--- src/rtl/sb_param_cfgbuf_pkg.sv ---
// Shared types and constants for the parametrised switch block with a double-buffered config chain.
// Frame length depends on SB_CFG_PARITY_EN (adds one even-parity bit at the chain LSB).
package sb_cfg_pkg;

   typedef enum logic [1:0] {
      SIDE_T = 2'd0,
      SIDE_R = 2'd1,
      SIDE_B = 2'd2,
      SIDE_L = 2'd3
   } side_e;

   localparam int NUM_SIDES = int'(SIDE_L) + 1;

   localparam logic [1:0] SEL_LEFT     = 2'd0;
   localparam logic [1:0] SEL_STRAIGHT = 2'd1;
   localparam logic [1:0] SEL_RIGHT    = 2'd2;
   localparam logic [1:0] SEL_PIN      = 2'd3;

   typedef enum logic [1:0] {
      ST_EMPTY   = 2'd0,
      ST_PARTIAL = 2'd1,
      ST_FULL    = 2'd2
   } cfg_state_e;

   function automatic int cfg_bits(input int chan_w);
      return 2 * NUM_SIDES * chan_w;
   endfunction

   function automatic int frame_bits(input int chan_w);
`ifdef SB_CFG_PARITY_EN
      return cfg_bits(chan_w) + 1;
`else
      return cfg_bits(chan_w);
`endif
   endfunction

   // Side feeding a track mux input for a given select (not valid for SEL_PIN).
   function automatic int src_side(input int side, input logic [1:0] sel);
      return (side + 1 + int'(sel)) % NUM_SIDES;
   endfunction

endpackage

--- src/rtl/sb_track_mux4.sv ---
// One 4:1 routing mux for a single output track; data order follows the SEL_* encoding.
module sb_track_mux4
   import sb_cfg_pkg::*;
(
   input  logic [3:0] data,
   input  logic [1:0] sel,
   output logic       y
);

   always_comb begin
      y = 1'b0;
      case (sel)
         SEL_LEFT:     y = data[0];
         SEL_STRAIGHT: y = data[1];
         SEL_RIGHT:    y = data[2];
         SEL_PIN:      y = data[3];
         default:      y = 1'b0;
      endcase
   end

endmodule

--- src/rtl/sb_param_cfgbuf.sv ---
// Four-sided switch block whose mux selects are double-buffered: a shadow scan chain loads,
// a commit copies it atomically into the active register. SB_CFG_PARITY_EN adds frame parity.
module sb_param_cfgbuf
   import sb_cfg_pkg::*;
#(
   parameter int CHAN_W = 5,
   parameter int NPIN   = 1
)
(
   input  logic                  prog_clk,
   input  logic                  pReset,
   input  logic                  ccff_head,
   input  logic                  cfg_shift_en,
   input  logic                  cfg_commit,
   output logic                  ccff_tail,
   output logic                  cfg_done,
   output logic                  cfg_valid,
   output logic                  cfg_err,
   input  logic [4*CHAN_W-1:0]   chan_in,
   input  logic [4*NPIN-1:0]     pin_in,
   output logic [4*CHAN_W-1:0]   chan_out
);

   localparam int CFG_BITS   = cfg_bits(CHAN_W);
   localparam int FRAME_BITS = frame_bits(CHAN_W);
   localparam int CNT_W      = $clog2(FRAME_BITS + 1);

   localparam logic [CNT_W-1:0] CNT_FULL = CNT_W'(FRAME_BITS);
   localparam logic [CNT_W-1:0] CNT_LAST = CNT_W'(FRAME_BITS - 1);
   localparam logic [CNT_W-1:0] CNT_ONE  = CNT_W'(1);

   cfg_state_e              state_reg, state_next;
   logic [FRAME_BITS-1:0]   shadow_reg, shadow_next;
   logic [CNT_W-1:0]        bit_cnt_reg, bit_cnt_next;
   logic [CFG_BITS-1:0]     active_reg, active_next;
   logic                    cfg_valid_reg, cfg_valid_next;
   logic                    cfg_err_reg;

   logic                    parity_ok;
   logic [CFG_BITS-1:0]     frame_cfg;
   logic                    commit_accept;
   logic                    commit_reject;
   logic                    done_comb;

   // Parity is the last bit shifted (LSB); the select bits sit above it.
`ifdef SB_CFG_PARITY_EN
   assign parity_ok = ~(^shadow_reg);
   assign frame_cfg = shadow_reg[FRAME_BITS-1:1];
`else
   assign parity_ok = 1'b1;
   assign frame_cfg = shadow_reg;
`endif

   // ---------------- FSM: state register ----------------
   always_ff @(posedge prog_clk) begin
      if (pReset) begin
         state_reg <= ST_EMPTY;
      end else begin
         state_reg <= state_next;
      end
   end

   // ---------------- FSM: next state ----------------
   always_comb begin
      state_next = state_reg;
      case (state_reg)
         ST_EMPTY: begin
            if (cfg_shift_en) state_next = ST_PARTIAL;
         end
         ST_PARTIAL: begin
            if (cfg_shift_en && (bit_cnt_reg == CNT_LAST)) state_next = ST_FULL;
         end
         ST_FULL: begin
            // A shift alongside an accepted commit starts the next frame at one bit.
            if (commit_accept) state_next = cfg_shift_en ? ST_PARTIAL : ST_EMPTY;
         end
         default: state_next = ST_EMPTY;
      endcase
   end

   // ---------------- FSM: outputs ----------------
   always_comb begin
      done_comb     = 1'b0;
      commit_accept = 1'b0;
      commit_reject = 1'b0;
      case (state_reg)
         ST_FULL: begin
            done_comb     = 1'b1;
            commit_accept = cfg_commit & parity_ok;
            commit_reject = cfg_commit & ~parity_ok;
         end
         default: begin
            commit_reject = cfg_commit;
         end
      endcase
   end

   // ---------------- datapath next-state ----------------
   always_comb begin
      shadow_next    = shadow_reg;
      bit_cnt_next   = bit_cnt_reg;
      active_next    = active_reg;
      cfg_valid_next = cfg_valid_reg;

      if (cfg_shift_en) begin
         shadow_next = {shadow_reg[FRAME_BITS-2:0], ccff_head};
      end

      if (commit_accept) begin
         active_next    = frame_cfg;
         cfg_valid_next = 1'b1;
         bit_cnt_next   = cfg_shift_en ? CNT_ONE : '0;
      end else if (cfg_shift_en && (bit_cnt_reg != CNT_FULL)) begin
         bit_cnt_next = bit_cnt_reg + CNT_ONE;
      end
   end

   always_ff @(posedge prog_clk) begin
      if (pReset) begin
         shadow_reg    <= '0;
         bit_cnt_reg   <= '0;
         active_reg    <= '0;
         cfg_valid_reg <= 1'b0;
         cfg_err_reg   <= 1'b0;
      end else begin
         shadow_reg    <= shadow_next;
         bit_cnt_reg   <= bit_cnt_next;
         active_reg    <= active_next;
         cfg_valid_reg <= cfg_valid_next;
         cfg_err_reg   <= commit_reject;
      end
   end

   assign ccff_tail = shadow_reg[FRAME_BITS-1];
   assign cfg_done  = done_comb;
   assign cfg_valid = cfg_valid_reg;
   assign cfg_err   = cfg_err_reg;

   // ---------------- routing muxes ----------------
   genvar gi, gj;
   generate
      for (gi = 0; gi < NUM_SIDES; gi++) begin : g_side
         for (gj = 0; gj < CHAN_W; gj++) begin : g_track
            localparam int K = gi * CHAN_W + gj;
            logic [3:0] mux_data;
            logic       mux_y;

            assign mux_data = {
               pin_in[gi*NPIN + (gj % NPIN)],
               chan_in[src_side(gi, SEL_RIGHT)    * CHAN_W + gj],
               chan_in[src_side(gi, SEL_STRAIGHT) * CHAN_W + gj],
               chan_in[src_side(gi, SEL_LEFT)     * CHAN_W + gj]
            };

            sb_track_mux4 u_mux (
               .data (mux_data),
               .sel  (active_reg[2*K+1:2*K]),
               .y    (mux_y)
            );

            // Outputs stay quiet until a configuration has actually been loaded.
            assign chan_out[K] = mux_y & cfg_valid_reg;
         end
      end
   endgenerate

endmodule

--- config.mk ---
export PLATFORM = sky130hd
export DESIGN_NAME = sb_param_cfgbuf
export DESIGN_NICKNAME = d
export VERILOG_FILES = /design/src/rtl/sb_param_cfgbuf_pkg.sv /design/src/rtl/sb_track_mux4.sv /design/src/rtl/sb_param_cfgbuf.sv
export SDC_FILE = /design/constraint.sdc
export NUM_CORES = 1
export LEC_CHECK = 0
export CAP_MARGIN = 20
export CELL_PAD_IN_SITES_DETAIL_PLACEMENT = 0
export CELL_PAD_IN_SITES_GLOBAL_PLACEMENT = 2
export CORE_UTILIZATION = 34
export CTS_CLUSTER_SIZE = 16
export DETAILED_ROUTE_END_ITERATION = 16
export PLACE_DENSITY_LB_ADDON = 0.1
export SLEW_MARGIN = 5
export SYNTH_ARGS = -nofsm -noshare
export SYNTH_HDL_FRONTEND = slang
export SYNTH_HIERARCHICAL = 1
export SYNTH_SLANG_ARGS = --single-unit
export TNS_END_PERCENT = 30
--- constraint.sdc ---
create_clock -name prog_clk -period 1.45 [get_ports prog_clk]
set_input_delay 0.29 -clock prog_clk [delete_from_list [all_inputs] [get_ports prog_clk]]
set_output_delay 0.29 -clock prog_clk [all_outputs]
set_load 0.05 [all_outputs]
==> results of run 1 <==
==> report_power, final <==
group / internal (µW) / leakage [µW] / switching (µW)
Sequential: 2480 / 0.000738 / 14.9
Clock: 1160 / 0.000129 / 979
Combinational: 136 / 0.00106 / 153
Total: 3780 / 0.00193 / 1150
==> metrics by stage <==
stage,area (µm²),TNS [ps]
after global routing,5000,-7850
final,5000,-6940
after global placement,4550,-14420
after floorplan,3930,0
after detailed placement,4550,-14900
after CTS,4940,-7430
==> how the worst max path moves through the flow <==
stage | to | slack (ps) | cells past startpoint
after floorplan | chan_out[2] | 30 | 2
after global placement | chan_out[16] | -560 | 4
after detailed placement | chan_out[16] | -570 | 4
after CTS | chan_out[16] | -400 | 3
after global routing | chan_out[16] | -420 | 3
final | chan_out[15] | -370 | 3
==> cell type report <==
cell class	count	share of cell area [%]
Inverter	5	0.376
Timing Repair Buffer	63	14.5
Tap cell	140	3.51
Clock buffer	10	4.58
Clock inverter	6	0.851
Sequential cell	90	36.7
Multi-Input combinational cell	282	39.5
==> synth_stat cells <==
master,instances
dfxtp_1,90
nand2_1,85
nor2_1,44
a21oi_1,43
mux2i_1,42
and2_1,21
mux4_2,20
clkbuf_1,10
buf_4,8
buf_2,5
inv_1,5
a211o_1,3
ha_1,2
nand3_1,2
nand4_1,2
nor2b_1,2
o21ai_0,2
xor2_1,2
a21oi_2,1
a31oi_1,1
and2b_2,1
and3b_1,1
and4bb_4,1
buf_6,1
buf_8,1
clkbuf_8,1
nand3b_1,1
nand4_2,1
nand4bb_1,1
nor3_1,1
nor3b_1,1
o21a_1,1
or3_1,1
==> critical path: cells and delay by family, from the launching register on <==
family | cells | cell delay, ps
multiplexers | 1 | 480
flip-flops | 1 | 350
buffers and inverters | 1 | 150
AND/OR/NAND/NOR | 1 | 210
==> layer usage <==
layer  global-route usage (%)  vias up  routed length, µm
met5                        0        -                  0
met4                     4.86        0                104
met3                     3.83        9                484
met2                     26.7       71               4290
met1                     24.0     1377               4800
li1                         -     1472                  -
==> logic make-up (layout without fill, tap and decap cells) <==
logic type,count (synthesis),count (layout),synth area share [%]
AND/OR/NAND/NOR,165,165,18.8
flip-flops,90,90,46.1
multiplexers,62,62,22.3
AO/OA/AOI/OAI,51,51,7.02
buffers and inverters,31,84,4.65
adder cells (fa/ha/maj),2,2,0.641
XOR/XNOR,2,2,0.449
==> repair_timing <==
action,4_1_cts,5_1_grt
buffers inserted,1,3
pin swaps,0,0
gates resized for setup,81,13
endpoints found under the setup margin,20,22
==> results.md, run 1 <==
- Hold Startpoint: pReset
- Worst path slowest cell: mux4_2
- Yosys reg bits: 90
- RSZ-0062 raised after global routing: true
- Fin crit period: roughly 1800 ps
- Leak: a little under 0.002 µW
- CTS H-tree lvls: 3
- DR vias: 2929
- Number of global-route vias before repair: 2730
- Synthesized area: 3900 µm²
- First-pass GRT wire length: 15300 µm
- Filler cell count: ~1100
- Final core occ: 45.3%
- Remaining DRCs: 0
- Share of layout cells above drive strength 1: roughly 26%
- Worst setup EP type: output pin
- Die Y: 109 µm
- Worst Hold Path EP: state_reg[1]$_SDFFE_PP0P_
- Die extent in x: around 110 µm
- CTS root buf: clkbuf_16
- Syn Area/Cell: 9.69 µm²
- ANT cells: 0
- Clock-pin slew on the worst setup and hold paths: ~60 ps
- Register area: 1840 µm²
- Commonest non-fill, non-tap cells in the layout: nand2_1 (85), dfxtp_1 (69), nor2_1 (44)
- Clock Tree Buf Depth: 2
- Arrival time at the worst endpoint: 1530 ps
- Area contributors post-synth: dfxtp_1 (46%), mux4_2 (12%), mux2i_1 (11%), nand2_1 (8.2%), a21oi_1 (5.5%)
- Total GRT Usage: roughly 17%
- Ports: 53
- Crit Path Max Fanout: 2
- Max transition margin: 77.5%
- Worst Path Class, Setup: reg2out
- Synth unique cells: 33
- Critical path startpoint: active_reg[30]$_SDFFE_PP0P_
- Gp weighted congestion: 0.744
- Reg-to-reg slack, setup: 140 ps
- Largest net degree at the start of global routing: 70
- Status: finished with violations
- Worst hold margin: 305 ps
- Final ANT Viol Nets: 0
- Maxcap violations: 0
- Final setup viols: 20
- R2R cell count: 4
- Dpl cells: 576
- Crit share post-route: 126%
- Drt total wl: between 9000 and 10000 µm
- Most common cell after layout, fill and taps aside: nand2_1
- CTS buffer count: 9
- WHS Path Cells: 3
- Final Instance Count excl. Fillers: 596
- Critical Path Start Type: flop
- Yosys top cell by area: dfxtp_1
- First-pass detailed-route iteration total: 4
- Core Region: 11000 µm²
- Hold-fix buffers, CTS: 0
- Clk sink count: 90
- Port Buf Inserts: 52
- Worst-Margin Slew: 337 ps
- Area grow syn2layout: 27.9%
- R2r endpoint: active_reg[21]$_SDFFE_PP0P_
- Multi-input gate area: a little under 2000 µm²
- Worst path max stage delay: 480 ps
- Crit path required time: 1160 ps
- Initial antenna violation count: 0
- Critical-path cell list: mux4_2, and2_2, buf_6
- Clock Latency Late Sink: approximately 340 ps
- Die area: 11900 µm²
- NumNets Final: 482
- GRT overflow: 0
- Post-place setup slack: -573 ps
- Register area share after synthesis: 46.1%
- Synth Instances: 403
- CTS tree: yes
- Hold Vio Cnt, Final: 0
- Tot Pwr: 4920 µW
- Cell Rows: 38
- Yosys top cell area share: 46.1%
- Skew final: 5.86 ps
- 1st-iter DRT viols: 142
- R2R Path Start: state_reg[0]$_SDFFE_PP0P_
- Routed WL per cell: between 15 and 20 µm
- Yosys warns: 6
- Failing checks: negative setup slack
- Final-report max-slew violation count: 0
- Final worst slack: -374 ps
- Achievable Freq: 0.548 GHz
- DP HPWL: 6720 µm
- Hold crit path type: in2reg
- Initial Utilization: 35.4%
- Post-synthesis net count: approximately 430
- Pwr dens: 986 nW/µm²
- Peak supply drop: ~0.00064 V
- Avg Vias per Cell: between 4 and 5
Power figures use the tool's default switching activity.
==> run 2: changes to the inputs <==
Settings changed: CORE_MARGIN set to 4.
==> run 2 against run 1 <==
- flip-flop and latch count unchanged
- highest routed layer unchanged
- fmax shrank 0.91%
- largest cell class unchanged
- via count increased by 0.17%
- the run still ends with negative setup slack left
- global-route usage shrank 1.3 points
- sequential power hardly changed
==> results.md, run 2 (same netlist as run 1, synthesis figures left out) <==
- Worst path slowest cell: mux4_2
- CTS H-tree lvls: 3
- Avg Vias per Cell: 4.91
- Sequential share of power: 50.1%
- Placed instance area: 4560 µm²
- Max transition margin: 80.1%
- R2R Path Start: state_reg[0]$_SDFFE_PP0P_
- Most common cell after layout, fill and taps aside: nand2_1
- Routed WL per cell: 16.8 µm
- Die area: 13300 µm²
- Crit path required time: 1160 ps
- Arrival time at the worst endpoint: roughly 1600 ps
- Drt total wl: around 10000 µm
- Final-report max-slew violation count: 0
- Final instance area: roughly 5000 µm²
- Worst Path Class, Setup: reg2out
- Logic pwr share: 5.9%
- Core Region: 11000 µm²
- Clk pwr share: 44.0%
- Met1 usage: 21.5%
- Number of global-route vias before repair: 2957
- Switching Share: between 20 and 25%
- Hold Vio Cnt, Final: 0
- Peak supply drop: 0.000506 V
- Hold Startpoint: pReset
- DR vias: 2934
- ANT cells: 0
- Final setup viols: 20
- Total GRT Usage: about 16%
- Leak: 0.00194 µW
- Remaining DRCs: 0
- Die extent in x: ~120 µm
- Status: finished with violations
- Hold crit path type: in2reg
- GR peak layer: met2
- Maxcap violations: 0
- Crit Path Max Fanout: 2
- Worst-Margin Slew: between 200 and 300 ps
- Clock Latency Late Sink: 340 ps
- Achievable Freq: roughly 0.54 GHz
- Cell Rows: 38
- Die Y: 115 µm
- Commonest non-fill, non-tap cells in the layout: nand2_1 (85), dfxtp_1 (69), nor2_1 (44)
- Critical path startpoint: active_reg[26]$_SDFFE_PP0P_
- Sw Pwr: about 1100 µW
- TNS Setup: -6990 ps
- NumNets Final: 484
- Worst setup EP type: output pin
- First-pass GRT wire length: 16000 µm
- Area grow syn2layout: 28.3%
- RSZ-0062 raised after global routing: true
- Clock-pin slew on the worst setup and hold paths: 60 ps
- Final worst slack: -390 ps
- Initial antenna violation count: 0
- Share of layout cells above drive strength 1: a little over a quarter
- GRT overflow: 0
- Failing checks: negative setup slack
- DP HPWL: 7070 µm
- Crit share post-route: 127%
- Critical-path cell list: mux4_2, and2_4, buf_8
- Gp weighted congestion: 0.793
- Worst path max stage delay: about 520 ps
- Tot Pwr: 4970 µW
- Final ANT Viol Nets: 0
- Hold-fix buffers, CTS: 0
- Int Pwr: 3860 µW
- CTS buffer count: 9
- Pwr dens: 992 nW/µm²
- Clock Tree Buf Depth: 2
- 1st-iter DRT viols: between 100 and 150
- Skew final: approximately 4.2 ps
- Largest net degree at the start of global routing: 67
- Initial Utilization: 35.4%
- Ports: 53
- Port Buf Inserts: 52
- Grt met2 use: 25.1%
- Fin crit period: 1840 ps
- First-pass detailed-route iteration total: 5
- Clk sink count: 90
- CTS tree: yes
- M3 GR Usage: 4.63%
- CTS root buf: clkbuf_16
- Critical Path Start Type: flop
-- run 2: final timing paths --
kind | end | slack, ps | depth (start not counted)
min | state_reg[1]$_SDFFE_PP0P_ | 310 | 3
min reg2reg | active_reg[22]$_SDFFE_PP0P_ | 460 | 2
max reg2reg | active_reg[20]$_SDFFE_PP0P_ | 180 | 4
max | chan_out[13] | -390 | 3
-- run 2: stage by stage --
stage,setup slack (ps),util (%),hold slack [ps],cells
finish,-390,45.4,305,598
CTS,-409,44.9,297,595
global placement,-572,41.3,453,579
floorplan,26.2,-,437,403
detailed placement,-570,41.3,454,579
global route,-424,45.4,319,598
-- run 2: layout make-up --
class	count	area, µm²
Inverter	5	18.8
Sequential cell	90	1840
Fill cell	1109	6020
Clock buffer	12	256
Tap cell	140	175
Clock inverter	4	26.3
Timing Repair Buffer	65	722
Multi-Input combinational cell	282	1970
-- run 2: per-layer routing --
metal / wire, µm / up-vias
met5: 0 / -
met4: 108 / 0
met3: 529 / 7
met2: 4510 / 70
met1: 4900 / 1389
li1: - / 1468
-- run 2: power groups by stage --
stage / combinational (µW) / sequential [µW] / clock, µW
finish: 291 / 2490 / 2190
global route: 312 / 2490 / 2390
CTS: 293 / 2490 / 2290
detailed placement: 315 / 2550 / 0
global placement: 315 / 2550 / 0
floorplan: 162 / 2550 / 0
-- run 2: worst max-delay path, delay by kind of cell, from the launching register on --
family,cells,cell delay (ps)
buffers and inverters,1,140
multiplexers,1,520
AND/OR/NAND/NOR,1,180
flip-flops,1,370
-- run 2: repair_timing --
action / in CTS / in global routing
buffers inserted: 0 / 3
gates resized for setup: 83 / 12
hold endpoints to repair: 0 / 0
setup endpoints to repair: 20 / 21
==> run 3: changes to the inputs <==
Settings changed: CORE_UTILIZATION 34 to 36, CTS_BUF_LIST set to sky130_fd_sc_hd__clkbuf_2 sky130_fd_sc_hd__clkbuf_4 sky130_fd_sc_hd__clkbuf_8, SLEW_MARGIN 5 to 20.
==> run 3 against run 2 <==
- largest cell class unchanged
- the flow still finishes with violations (negative setup slack)
- total power decreased by 2.4%
- critical path depth unchanged
- first-iteration DRC count decreased by 11%
- wire length decreased by 0.67%
- combinational power about the same
- final cell count decreased by 0.50%
==> results.md, run 3 (same netlist as run 1, synthesis figures left out) <==
- Status: finished with violations
- Failing checks: negative setup slack
- NumNets Final: between 400 and 500
- Fin crit period: 1840 ps
- 1st-iter DRT viols: ~130
- Die Y: 112 µm
- Avg Vias per Cell: 4.93
- Tot Pwr: about 4800 µW
- Final ANT Viol Nets: 0
- Final setup viols: 20
- R2r endpoint: state_reg[1]$_SDFFE_PP0P_
- Clock-pin slew on the worst setup and hold paths: about 100 ps
- Drt total wl: 9970 µm
- Critical path startpoint: active_reg[28]$_SDFFE_PP0P_
- CTS H-tree lvls: 3
- Critical Path Start Type: flop
- First-pass GRT wire length: 16300 µm
- Crit-path leading delay family: multiplexers
- DP HPWL: slightly above 7000 µm
- Clock Tree Buf Depth: 2
- Final worst slack: -388 ps
- Core Region: 10500 µm²
- Gp weighted congestion: between 0.8 and 0.9
- Die area: 12600 µm²
- Most common cell after layout, fill and taps aside: nand2_1
- Commonest non-fill, non-tap cells in the layout: nand2_1 (85), dfxtp_1 (68), nor2_1 (44)
- Arrival time at the worst endpoint: 1550 ps
- ANT cells: 0
- Worst hold margin: 241 ps
- Area grow syn2layout: 28.4%
- Crit Path Max Fanout: 2
- First-pass detailed-route iteration total: 6
- CTS buffer count: 9
- Max transition margin: 80.1%
- Routed WL per cell: between 15 and 20 µm
- RSZ-0062 raised after global routing: true
- Crit path required time: between 1000 and 1500 ps
- Number of global-route vias before repair: approximately 3000
- CP Depth: 3
- Worst path slowest cell: mux4_2
- Worst path max stage delay: 510 ps
- CP Buf/Inv Count: 1
- Largest net degree at the start of global routing: 51
- R2R cell count: 4
- Placed instance area: approximately 4600 µm²
- Post-place setup slack: -572 ps
- Initial antenna violation count: 0
- Total GRT Usage: 16.3%
- Crit share post-route: 127%
- Reg-to-reg slack, setup: 180 ps
- DR vias: 2933
- Peak supply drop: roughly 0.0005 V
- Setup crit end: chan_out[14]
- Hold-fix buffers, CTS: 0
- Skew final: 13.4 ps
- Worst Path Class, Setup: reg2out
- Worst setup EP type: output pin
- Leak: 0.00194 µW
- Critical-path cell list: mux4_2, and2_4, buf_8
- Clk sink count: 90
- Hold Vio Cnt, Final: 0
- Clock Latency Late Sink: 350 ps
- Achievable Freq: roughly 0.54 GHz
- TNS Setup: -7280 ps
- Final instance area: between 5000 and 6000 µm²
- CTS root buf: clkbuf_8
- Port Buf Inserts: 52
- GRT overflow: 0
- Worst-Margin Slew: 298 ps
- Final-report max-slew violation count: 0
- CTS tree: yes
- Hold crit path type: in2reg
- R2R Path Start: bit_cnt_reg[0]$_SDFFE_PP0P_
- Die extent in x: approximately 110 µm
- Remaining DRCs: 0
- Ports: 53
- Pwr dens: 967 nW/µm²
- Initial Utilization: 37.3%
- Share of layout cells above drive strength 1: 26.8%
- Maxcap violations: 0
- Cell Rows: 37
[run 3: changes by cell type in the layout (fill, tap and decap cells not counted), sizes merged]
cell / change
buf: +1
clkbuf: -2
inv: +1
clkinv: -3
bufinv: +3
clkinvlp: +1
[run 3: worst register-to-register path: cells and delay by family, from the launching register on]
family | cells | cell delay (ps)
fa+ha+maj | 1 | 240
compound gates | 1 | 140
flops | 1 | 450
simple gates | 2 | 400
[run 3: area by class of cell]
cell class | count | area, µm²
clock buffer | 10 | 131
clock inverter | 6 | 114
fill | 1020 | 5450
inverter | 5 | 18.8
multi-input combinational | 282 | 1980
sequential | 90 | 1830
tap | 136 | 170
timing repair buffer | 66 | 768
[run 3: what timing repair did]
item | CTS | global route
endpoints found under the hold margin | 0 | 0
buffers inserted | 2 | 1
endpoints found under the setup margin | 22 | 22
resized for setup | 90 | 13
[run 3: layer usage]
layer	up-vias	track usage, %	wire length [µm]
li1	1472	-	-
met1	1382	22.3	4770
met2	69	25.6	4570
met3	10	4.26	494
met4	0	4.81	130
met5	-	0	0
[run 3: how the worst min path moves through the flow]
stage | depth (start not counted) | startpoint | slack, ps | endpoint
after detailed placement | 2 | active_reg[5]$_SDFFE_PP0P_ | 460 | active_reg[5]$_SDFFE_PP0P_
after global routing | 2 | pReset | 240 | active_reg[22]$_SDFFE_PP0P_
after floorplan | 2 | ccff_head | 440 | frame_cfg[0]$_SDFFE_PP0P_
after global placement | 2 | active_reg[5]$_SDFFE_PP0P_ | 460 | active_reg[5]$_SDFFE_PP0P_
after CTS | 2 | pReset | 220 | active_reg[22]$_SDFFE_PP0P_
final | 2 | pReset | 240 | active_reg[22]$_SDFFE_PP0P_
[run 3: stage by stage]
stage,cells,utilization [%]
2_1_floorplan,403,-
3_3_place_gp,576,43.7
5_1_grt,595,47.9
4_1_cts,594,47.5
6_report,595,47.9
3_5_place_dp,576,43.7
[run 3: report_power, final]
group | switching (µW) | internal, µW
Clock | 892 | 1170
Combinational | 158 | 137
Sequential | 14.8 | 2480
